===== src/rtl/keycode_event_queue.sv =====
// Debounces the SoC keycode PIO and turns level changes into
// press/release/repeat events buffered in a small FWFT FIFO.
module keycode_event_queue #(
  parameter int STABLE_CYCLES = 16,
  parameter int REPEAT_DELAY  = 25000000,
  parameter int REPEAT_PERIOD = 5000000,
  parameter int DEPTH         = 8
) (
  input  logic                   clk_clk,
  input  logic                   reset_reset_n,
  input  logic [7:0]             keycode,
  output logic                   evt_valid,
  input  logic                   evt_ready,
  output logic [7:0]             evt_code,
  output logic [1:0]             evt_type,
  output logic [7:0]             held_code,
  output logic [$clog2(DEPTH):0] fifo_count,
  output logic                   overflow,
  input  logic                   ovf_clr
);

  localparam int CW = $clog2(STABLE_CYCLES + 1);
  localparam int TW = $clog2(REPEAT_DELAY + 1);
  localparam int AW = $clog2(DEPTH);

  localparam logic [CW-1:0] CMAX = CW'(STABLE_CYCLES);
  localparam logic [CW-1:0] CPRE = CW'(STABLE_CYCLES - 1);
  localparam logic [TW-1:0] TFIRE = TW'(REPEAT_DELAY - 1);
  localparam logic [TW-1:0] TLOAD =
    TW'(REPEAT_DELAY - REPEAT_PERIOD);
  localparam logic [AW:0] FULL_N = (AW + 1)'(DEPTH);

  localparam logic [1:0] T_PRESS = 2'b01;
  localparam logic [1:0] T_REL   = 2'b10;
  localparam logic [1:0] T_REP   = 2'b11;

  typedef enum logic [1:0] {IDLE, HELD, SWAP} state_t;

  state_t        state;
  logic [7:0]    cand;
  logic [CW-1:0] cnt;
  logic [TW-1:0] timer;

  logic          same;
  logic          commit;
  logic          push;
  logic [7:0]    push_code;
  logic [1:0]    push_type;

  logic          stg_vld;
  logic [7:0]    stg_code;
  logic [1:0]    stg_type;

  logic [7:0]    mem_code [DEPTH];
  logic [1:0]    mem_type [DEPTH];
  logic [AW-1:0] wr_ptr;
  logic [AW-1:0] rd_ptr;
  logic          full;
  logic          pop;
  logic          wr_en;

  assign same = (keycode == cand);

  // Commit is blocked on the SWAP edge; a saturated counter re-fires it next cycle.
  assign commit = same && (cnt >= CPRE) &&
                  (cand != held_code) && (state != SWAP);

  // Select at most one event to push this edge.
  always_comb begin
    push      = 1'b0;
    push_code = '0;
    push_type = '0;
    unique case (1'b1)
      state == SWAP: begin
        push      = 1'b1;
        push_code = held_code;
        push_type = T_PRESS;
      end
      state == IDLE && commit: begin
        push      = 1'b1;
        push_code = cand;
        push_type = T_PRESS;
      end
      state == HELD && commit: begin
        push      = 1'b1;
        push_code = held_code;
        push_type = T_REL;
      end
      state == HELD && !commit && timer == TFIRE: begin
        push      = 1'b1;
        push_code = held_code;
        push_type = T_REP;
      end
      default: ;
    endcase
  end

  // Glitch filter, key-state FSM, repeat timer and event staging.
  always_ff @(posedge clk_clk or negedge reset_reset_n) begin
    if (!reset_reset_n) begin
      state     <= IDLE;
      cand      <= '0;
      cnt       <= '0;
      timer     <= '0;
      held_code <= '0;
      stg_vld   <= 1'b0;
      stg_code  <= '0;
      stg_type  <= '0;
    end else begin
      if (!same) begin
        cand <= keycode;
        cnt  <= CW'(1);
      end else if (cnt != CMAX) begin
        cnt <= cnt + 1'b1;
      end
      if (commit) held_code <= cand;
      stg_vld  <= push;
      stg_code <= push_code;
      stg_type <= push_type;
      case (state)
        IDLE: begin
          timer <= '0;
          if (commit) state <= HELD;
        end
        HELD: begin
          if (commit) begin
            timer <= '0;
            state <= (cand == 8'h00) ? IDLE : SWAP;
          end else if (timer == TFIRE) begin
            timer <= TLOAD;
          end else begin
            timer <= timer + 1'b1;
          end
        end
        SWAP: begin
          timer <= '0;
          state <= HELD;
        end
        default: begin
          timer <= '0;
          state <= IDLE;
        end
      endcase
    end
  end

  assign full      = (fifo_count == FULL_N);
  assign evt_valid = (fifo_count != '0);
  assign pop       = evt_valid && evt_ready;
  assign wr_en     = stg_vld && (!full || pop);
  assign evt_code  = evt_valid ? mem_code[rd_ptr] : 8'h00;
  assign evt_type  = evt_valid ? mem_type[rd_ptr] : 2'b00;

  // FIFO storage, pointers, occupancy and sticky overflow.
  always_ff @(posedge clk_clk or negedge reset_reset_n) begin
    if (!reset_reset_n) begin
      wr_ptr     <= '0;
      rd_ptr     <= '0;
      fifo_count <= '0;
      overflow   <= 1'b0;
      for (int i = 0; i < DEPTH; i++) begin
        mem_code[i] <= '0;
        mem_type[i] <= '0;
      end
    end else begin
      if (wr_en) begin
        mem_code[wr_ptr] <= stg_code;
        mem_type[wr_ptr] <= stg_type;
        wr_ptr           <= wr_ptr + 1'b1;
      end
      if (pop) rd_ptr <= rd_ptr + 1'b1;
      case ({wr_en, pop})
        2'b10:   fifo_count <= fifo_count + 1'b1;
        2'b01:   fifo_count <= fifo_count - 1'b1;
        default: fifo_count <= fifo_count;
      endcase
      if (stg_vld && full && !pop) overflow <= 1'b1;
      else if (ovf_clr)            overflow <= 1'b0;
    end
  end

endmodule


===== config.mk =====
export PLATFORM = sky130hd
export DESIGN_NAME = keycode_event_queue
export DESIGN_NICKNAME = d
export VERILOG_FILES = /design/src/rtl/keycode_event_queue.sv
export SDC_FILE = /design/constraint.sdc
export NUM_CORES = 1
export LEC_CHECK = 0
export ABC_AREA = 0
export BUFFER_PORTS_ARGS = -buffer_cell sky130_fd_sc_hd__buf_2
export CORE_MARGIN = 2
export CORE_UTILIZATION = 35
export DETAILED_ROUTE_END_ITERATION = 12
export GPL_TIMING_DRIVEN = 0
export SLEW_MARGIN = 40
export SYNTH_ARGS = -nofsm -noshare
export SYNTH_HDL_FRONTEND = slang
export SYNTH_SLANG_ARGS = --single-unit

===== constraint.sdc =====
create_clock -name clk_clk -period 4.2 [get_ports clk_clk]
set_input_delay 0.84 -clock clk_clk [delete_from_list [all_inputs] [get_ports clk_clk]]
set_output_delay 0.84 -clock clk_clk [all_outputs]
set_load 0.01 [all_outputs]

Yosys cells after proc, flatten, opt, wreduce, memory -nomap -nowiden
Index checks and enable logic that the tools add are counted.
{"block": "totals", "word_cells": 107, "ff_bits": 150, "in_bits": 12}
{"block": "classes", "n_eq_ne": 13, "reduce_logical": 25, "add_sub_neg": 6, "bitwise_logic": 2, "n_mux": 29, "n_lt_le_gt_ge": 4}
{"operator": "2-to-1 mux 25 bit", "count": 3}
{"operator": "bitwise mux 64 bit", "count": 1}
{"operator": "2-to-1 mux 8 bit", "count": 4}
{"operator": "adder 25 x 1 -> 25 bit (second input constant)", "count": 1}
{"operator": "equality test 25 bit (second input constant)", "count": 1}
{"operator": "binary-select mux 8 bit (select 3 bit)", "count": 1}
{"operator": "demux 8 bit (select 3 bit)", "count": 1}
{"operator": "bitwise mux 16 bit", "count": 1}
{"operator": "one-hot mux 8 bit (2 select lines)", "count": 1}
{"operator": "2-to-1 mux 2 bit", "count": 7}
{"operator": "logical AND 1 bit", "count": 12}
{"operator": "one-hot mux 2 bit (3 select lines)", "count": 2}
{"operator": "2-to-1 mux 5 bit", "count": 2}
{"operator": "equality test 8 bit", "count": 1}
{"operator": ">= comparator 4 bit (second input constant)", "count": 2}
{"operator": "zero test 8 bit", "count": 1}
{"operator": "!= test 8 bit", "count": 1}
{"operator": "NOT 3 -> 4 bit", "count": 2}
{"operator": "one-hot mux 4 bit (2 select lines)", "count": 1}
{"operator": "adder 3 x 1 -> 3 bit (second input constant)", "count": 2}
{"operator": "binary-select mux 2 bit (select 3 bit)", "count": 1}
{"operator": "demux 2 bit (select 3 bit)", "count": 1}
{"operator": "!= test 2 bit (second input constant)", "count": 3}
{"operator": "adder 5 x 1 -> 5 bit (second input constant)", "count": 1}
{"operator": "19 further kinds", "count": 26}

Logic depth before layout (Yosys ltp)
{"block": "logic_depth", "ltp_word": 9, "ltp_mapped": 12}

Worst setup path before layout
Ideal clock, no wire load.
{"block": "synth_path", "kind": "reg-to-reg", "start": "reg fifo_count[1]", "end": "reg fifo_count[3]", "t_arrival_ns": 2.440, "setup_slack_ns": 1.637, "required_ns": 4.078, "synth_period_minus_slack_ns": 2.563, "path_buffers": 1, "setup_ns": 0.122, "stages_incl_launch_ff": 13, "cell_sequence": "dfrtp_1 -> or3_4 -> nor2_1 -> inv_1 -> and2_1 -> clkbuf_1 -> ha_1 -> ha_1 -> a21o_1 -> a21oi_1 -> xnor2_1 -> nor2_1 -> xnor2_1"}
{"block": "synth_between", "elab_chain_len": 6, "elab_cells_between_ends": 12, "classes_between": "2 x add/sub; 3 x eq/ne; 1 x mux; 6 x reduce/logical"}
{"item": "from (decl)", "line_no": "17", "source": "output logic [$clog2(DEPTH):0] fifo_count,"}
{"item": "from (signal assigned)", "line_no": "173", "source": "2'b10: fifo_count <= fifo_count + 1'b1;"}
{"item": "from (signal assigned)", "line_no": "174", "source": "2'b01: fifo_count <= fifo_count - 1'b1;"}
{"item": "from (signal assigned)", "line_no": "175", "source": "default: fifo_count <= fifo_count;"}
{"item": "nonzero test 4 bit (*)", "line_no": "148", "source": "assign evt_valid = (fifo_count != '0);"}
{"item": "net evt_valid", "line_no": "12", "source": "output logic evt_valid,"}
{"item": "logical AND 1 bit (*)", "line_no": "149", "source": "assign pop = evt_valid && evt_ready;"}
{"item": "logical OR 1 bit", "line_no": "150", "source": "assign wr_en = stg_vld && (!full || pop);"}
{"item": "logical AND 1 bit", "line_no": "150"}
{"item": "equality test 2 x 1 -> 1 bit / equality test 2 bit (equally long branches)", "line_no": "172", "source": "case ({wr_en, pop})"}
{"item": "one-hot mux 4 bit (2 select lines) / nonzero test 2 bit (equally long branches)"}
Mark *: on every way through the listed nets, which the timed path passes. The rest lies on a longest branch.
A chain may end at the register's enable or synchronous reset.

Final worst setup path
{"block": "layout_path", "start": "reg rd_ptr[1]", "end": "out evt_code[5]"}
{"block": "layout_between", "elab_chain_len": 5}
{"item": "from (decl)", "line_no": "57", "source": "logic [AW-1:0] rd_ptr;"}
{"item": "from (signal assigned)", "line_no": "171", "source": "if (pop) rd_ptr <= rd_ptr + 1'b1;"}
{"item": "NOT 3 -> 4 bit (not written as such)", "line_no": "151", "source": "assign evt_code = evt_valid ? mem_code[rd_ptr] : 8'h00;"}
{"item": "binary-select mux 8 bit (select 3 bit)", "line_no": "151"}
{"item": "2-to-1 mux 8 bit (not written as such) (2 in series)", "line_no": "151"}
{"item": "2-to-1 mux 8 bit", "line_no": "151"}
{"item": "to (decl)", "line_no": "14", "source": "output logic [7:0] evt_code,"}
No other way between the ends. The select of a mux whose other input is x is not followed.

==> out/results.ini <==
[logic_synthesis]
ys_warn_count = 0
synth.avg_cell_area_um2 = 13.1
synth_cells = 541
netlist_area_um2 = 7090
ys_ff_latch = 150
ys_types = 51
syn_nets = 563
synth-main-ff-cell = dfrtp_1
async_flop_share = 1.00
synth_edf_count = 0
ys_seq_area_frac = 0.529

[global_routing]
overflow = 0
busiest_layer = met2
grt_pass1_vias = 4583
grtUsageMet3 = 0.0319
grt_usage = 0.145
grt_util_met2 = 0.242
grt_max_degree = 79
antenna_found_initial = 0
met1_usage = 0.193
grt_first_pass_wirelength_um = 24500

[layout]
nets = 619
syn_to_final_growth_pct = 16.5
fin_cells = 879
fillers = 1935
final_cell_mix = dfrtp_1 (150), mux2_2 (88), buf_2 (43)
finish.utilization = 0.412
diodes = 0
seq_area_um2 = 3750
multi_input_area_um2 = 3130
layout_commonest_cell = dfrtp_1
final_area_um2 = 8260
drive_gt1_frac = 0.328

[clock_network]
path_clk_slew_ps = 60
clk_latency_ps = 410
tritoncts = done
numCtsBuffers = 17
root_buffer = clkbuf_16
postCtsSetupBuffers = 0
post_cts_resized = 0
cts-hold-fix-buffers = 0
htree_levels = 4
cts_buffer_depth = 2
cts_num_sinks = 150

[placed_design]
dp.cells = 848
dp_slack_ps = 1410
placed_area_um2 = 7670
io_buffers = 35
gp_congestion = 0.781
detailed_place_hpwl_um = 10000

[route]
wl_per_cell_um = 16.8
vias_per_cell = 4.96
drt-initial-drc-count = 204
drt_pre_antenna_iters = 4
drc = 0
routed_wirelength_um = 14800
vias = 4362
ant_nets = 0

[timing]
fmax_ghz = 0.314
hold_violations = 0
fin_setup_tns_ps = 0
finalSetupViolations = 0
relSlewSlack = 0.471
finalCriticalPeriod_ps = 3180
tightest_slew_ps = 793
skew_ps = 6.92
setup_slack_ps = 1020
rsz0062_at_grt = false
finalMaxSlewViolations = 0
timing.final.crit_share = 0.758

[setup_path]
cp-end-kind = output port
cp-start-kind = flip-flop
critPathKind = reg2out
cp.required_ps = 3360
worstPathArrival_ps = 2340
cp_max_fo = 10

[floorplanning]
die_w_um = 146
ios = 36
coreArea_um2 = 20000
start_util = 0.354
die_h_um = 146
row_count = 52
die_area_um2 = 21400

[hold_path]
worstHoldPathType = in2async

[power]
power_density_nw_per_um2 = 432
p_leak_nw = 3.84
vdd_drop_max_v = 0.000321

[run]
cap_violations = 0

[status]
status = completed

-- Yosys cell counts (3+ instances only) --
master	count	area, um^2
xor2_1	28	245
clkbuf_1	18	67.6
xnor2_1	23	201
nor3_1	5	25.0
ha_1	9	113
a21oi_1	5	25.0
dfrtp_1	150	3750
nor4b_1	3	26.3
mux2_2	88	991
o31ai_1	8	60.1
and3_1	10	62.6
nand2b_1	3	18.8
buf_2	9	45.0
a22o_1	8	70.1
mux4_2	20	450
inv_1	20	75.1
mux2i_1	11	110
nor2_1	40	150
nand2_1	19	71.3
nand4_1	10	62.6
nand3_1	13	65.1
o21ai_0	3	15.0
nor4_1	3	18.8
-- layer usage --
| layer | vias to the layer above | part of all wire |
|---|---|---|
| li1 | 2022 | - |
| met1 | 2266 | 0.47 |
| met2 | 59 | 0.49 |
| met3 | 15 | 0.027 |
| met4 | 0 | 0.011 |
| met5 | - | 0 |
-- path summary, 6_finish.rpt --
path | from | end | slack [ps] | depth (start not counted)
worst max-delay path | rd_ptr[1] | evt_code[5] | 1020 | 5
worst min-delay path | reset_reset_n | rd_ptr[2] | 420 | 2
worst max register to register | fifo_count[1] | fifo_count[3] | 1510 | 12
worst min register to register | mem_code[34] | mem_code[34] | 500 | 1
max in group asynchronous | reset_reset_n | held_code[1] | 3100 | 3
min in group clk_clk | mem_code[34] | mem_code[34] | 500 | 1
-- kinds of logic (layout without fill, tap and decap cells) --
logic type / after synthesis / after routing / share of synthesized area
AO/OA/AOI/OAI: 34 / 34 / 0.0401
XOR/XNOR: 51 / 51 / 0.0630
adder cells (fa/ha/maj): 10 / 10 / 0.0187
buffers and inverters: 51 / 119 / 0.0305
flip-flops: 150 / 150 / 0.529
multiplexers: 121 / 121 / 0.222
AND/OR/NAND/NOR: 124 / 124 / 0.0962
-- where the power goes --
| part | switching (W) | leakage, nW | internal, W |
|---|---|---|---|
| sequential | 0.0000452 | 2.05 | 0.00149 |
| combinational | 0.000318 | 1.51 | 0.000227 |
| clock | 0.000562 | 0.288 | 0.000929 |
| total | 0.000925 | 3.84 | 0.00264 |
-- cell type report --
type                    instances  area share
plain buffers                  29      0.0161
clock buffers                  22      0.0586
flip-flops and latches        150       0.454
repair buffers                 37      0.0291
multi-input cells             340       0.378
clock inverters                 9      0.0121
well taps                     270      0.0409
inverters                      22      0.0103
-- metrics by stage --
stage / power (W) / hold slack [ps]
6_report: 0.00357 / 423
5_1_grt: 0.00372 / 441
3_5_place_dp: 0.00212 / 489
3_3_place_gp: 0.00209 / 482
2_1_floorplan: 0.00192 / 474
4_1_cts: 0.00362 / 428
-- flip-flops by register name, indices dropped and copies added (netlist names) --
name / cells
stg_vld: 1
overflow: 1
wr_ptr: 3
rd_ptr: 3
timer: 25
fifo_count: 4
held_code: 8
state: 2
mem_code: 64
cand: 8
stg_type: 2
stg_code: 8
cnt: 5
mem_type: 16
-- critical path, stage by stage (launching register included) --
cell and delay (ps):
dfrtp_1 390, clkbuf_1 610, mux4_2 420, mux2i_1 270, nor2_1 70, buf_2 170
Power figures use the tool's default switching activity.
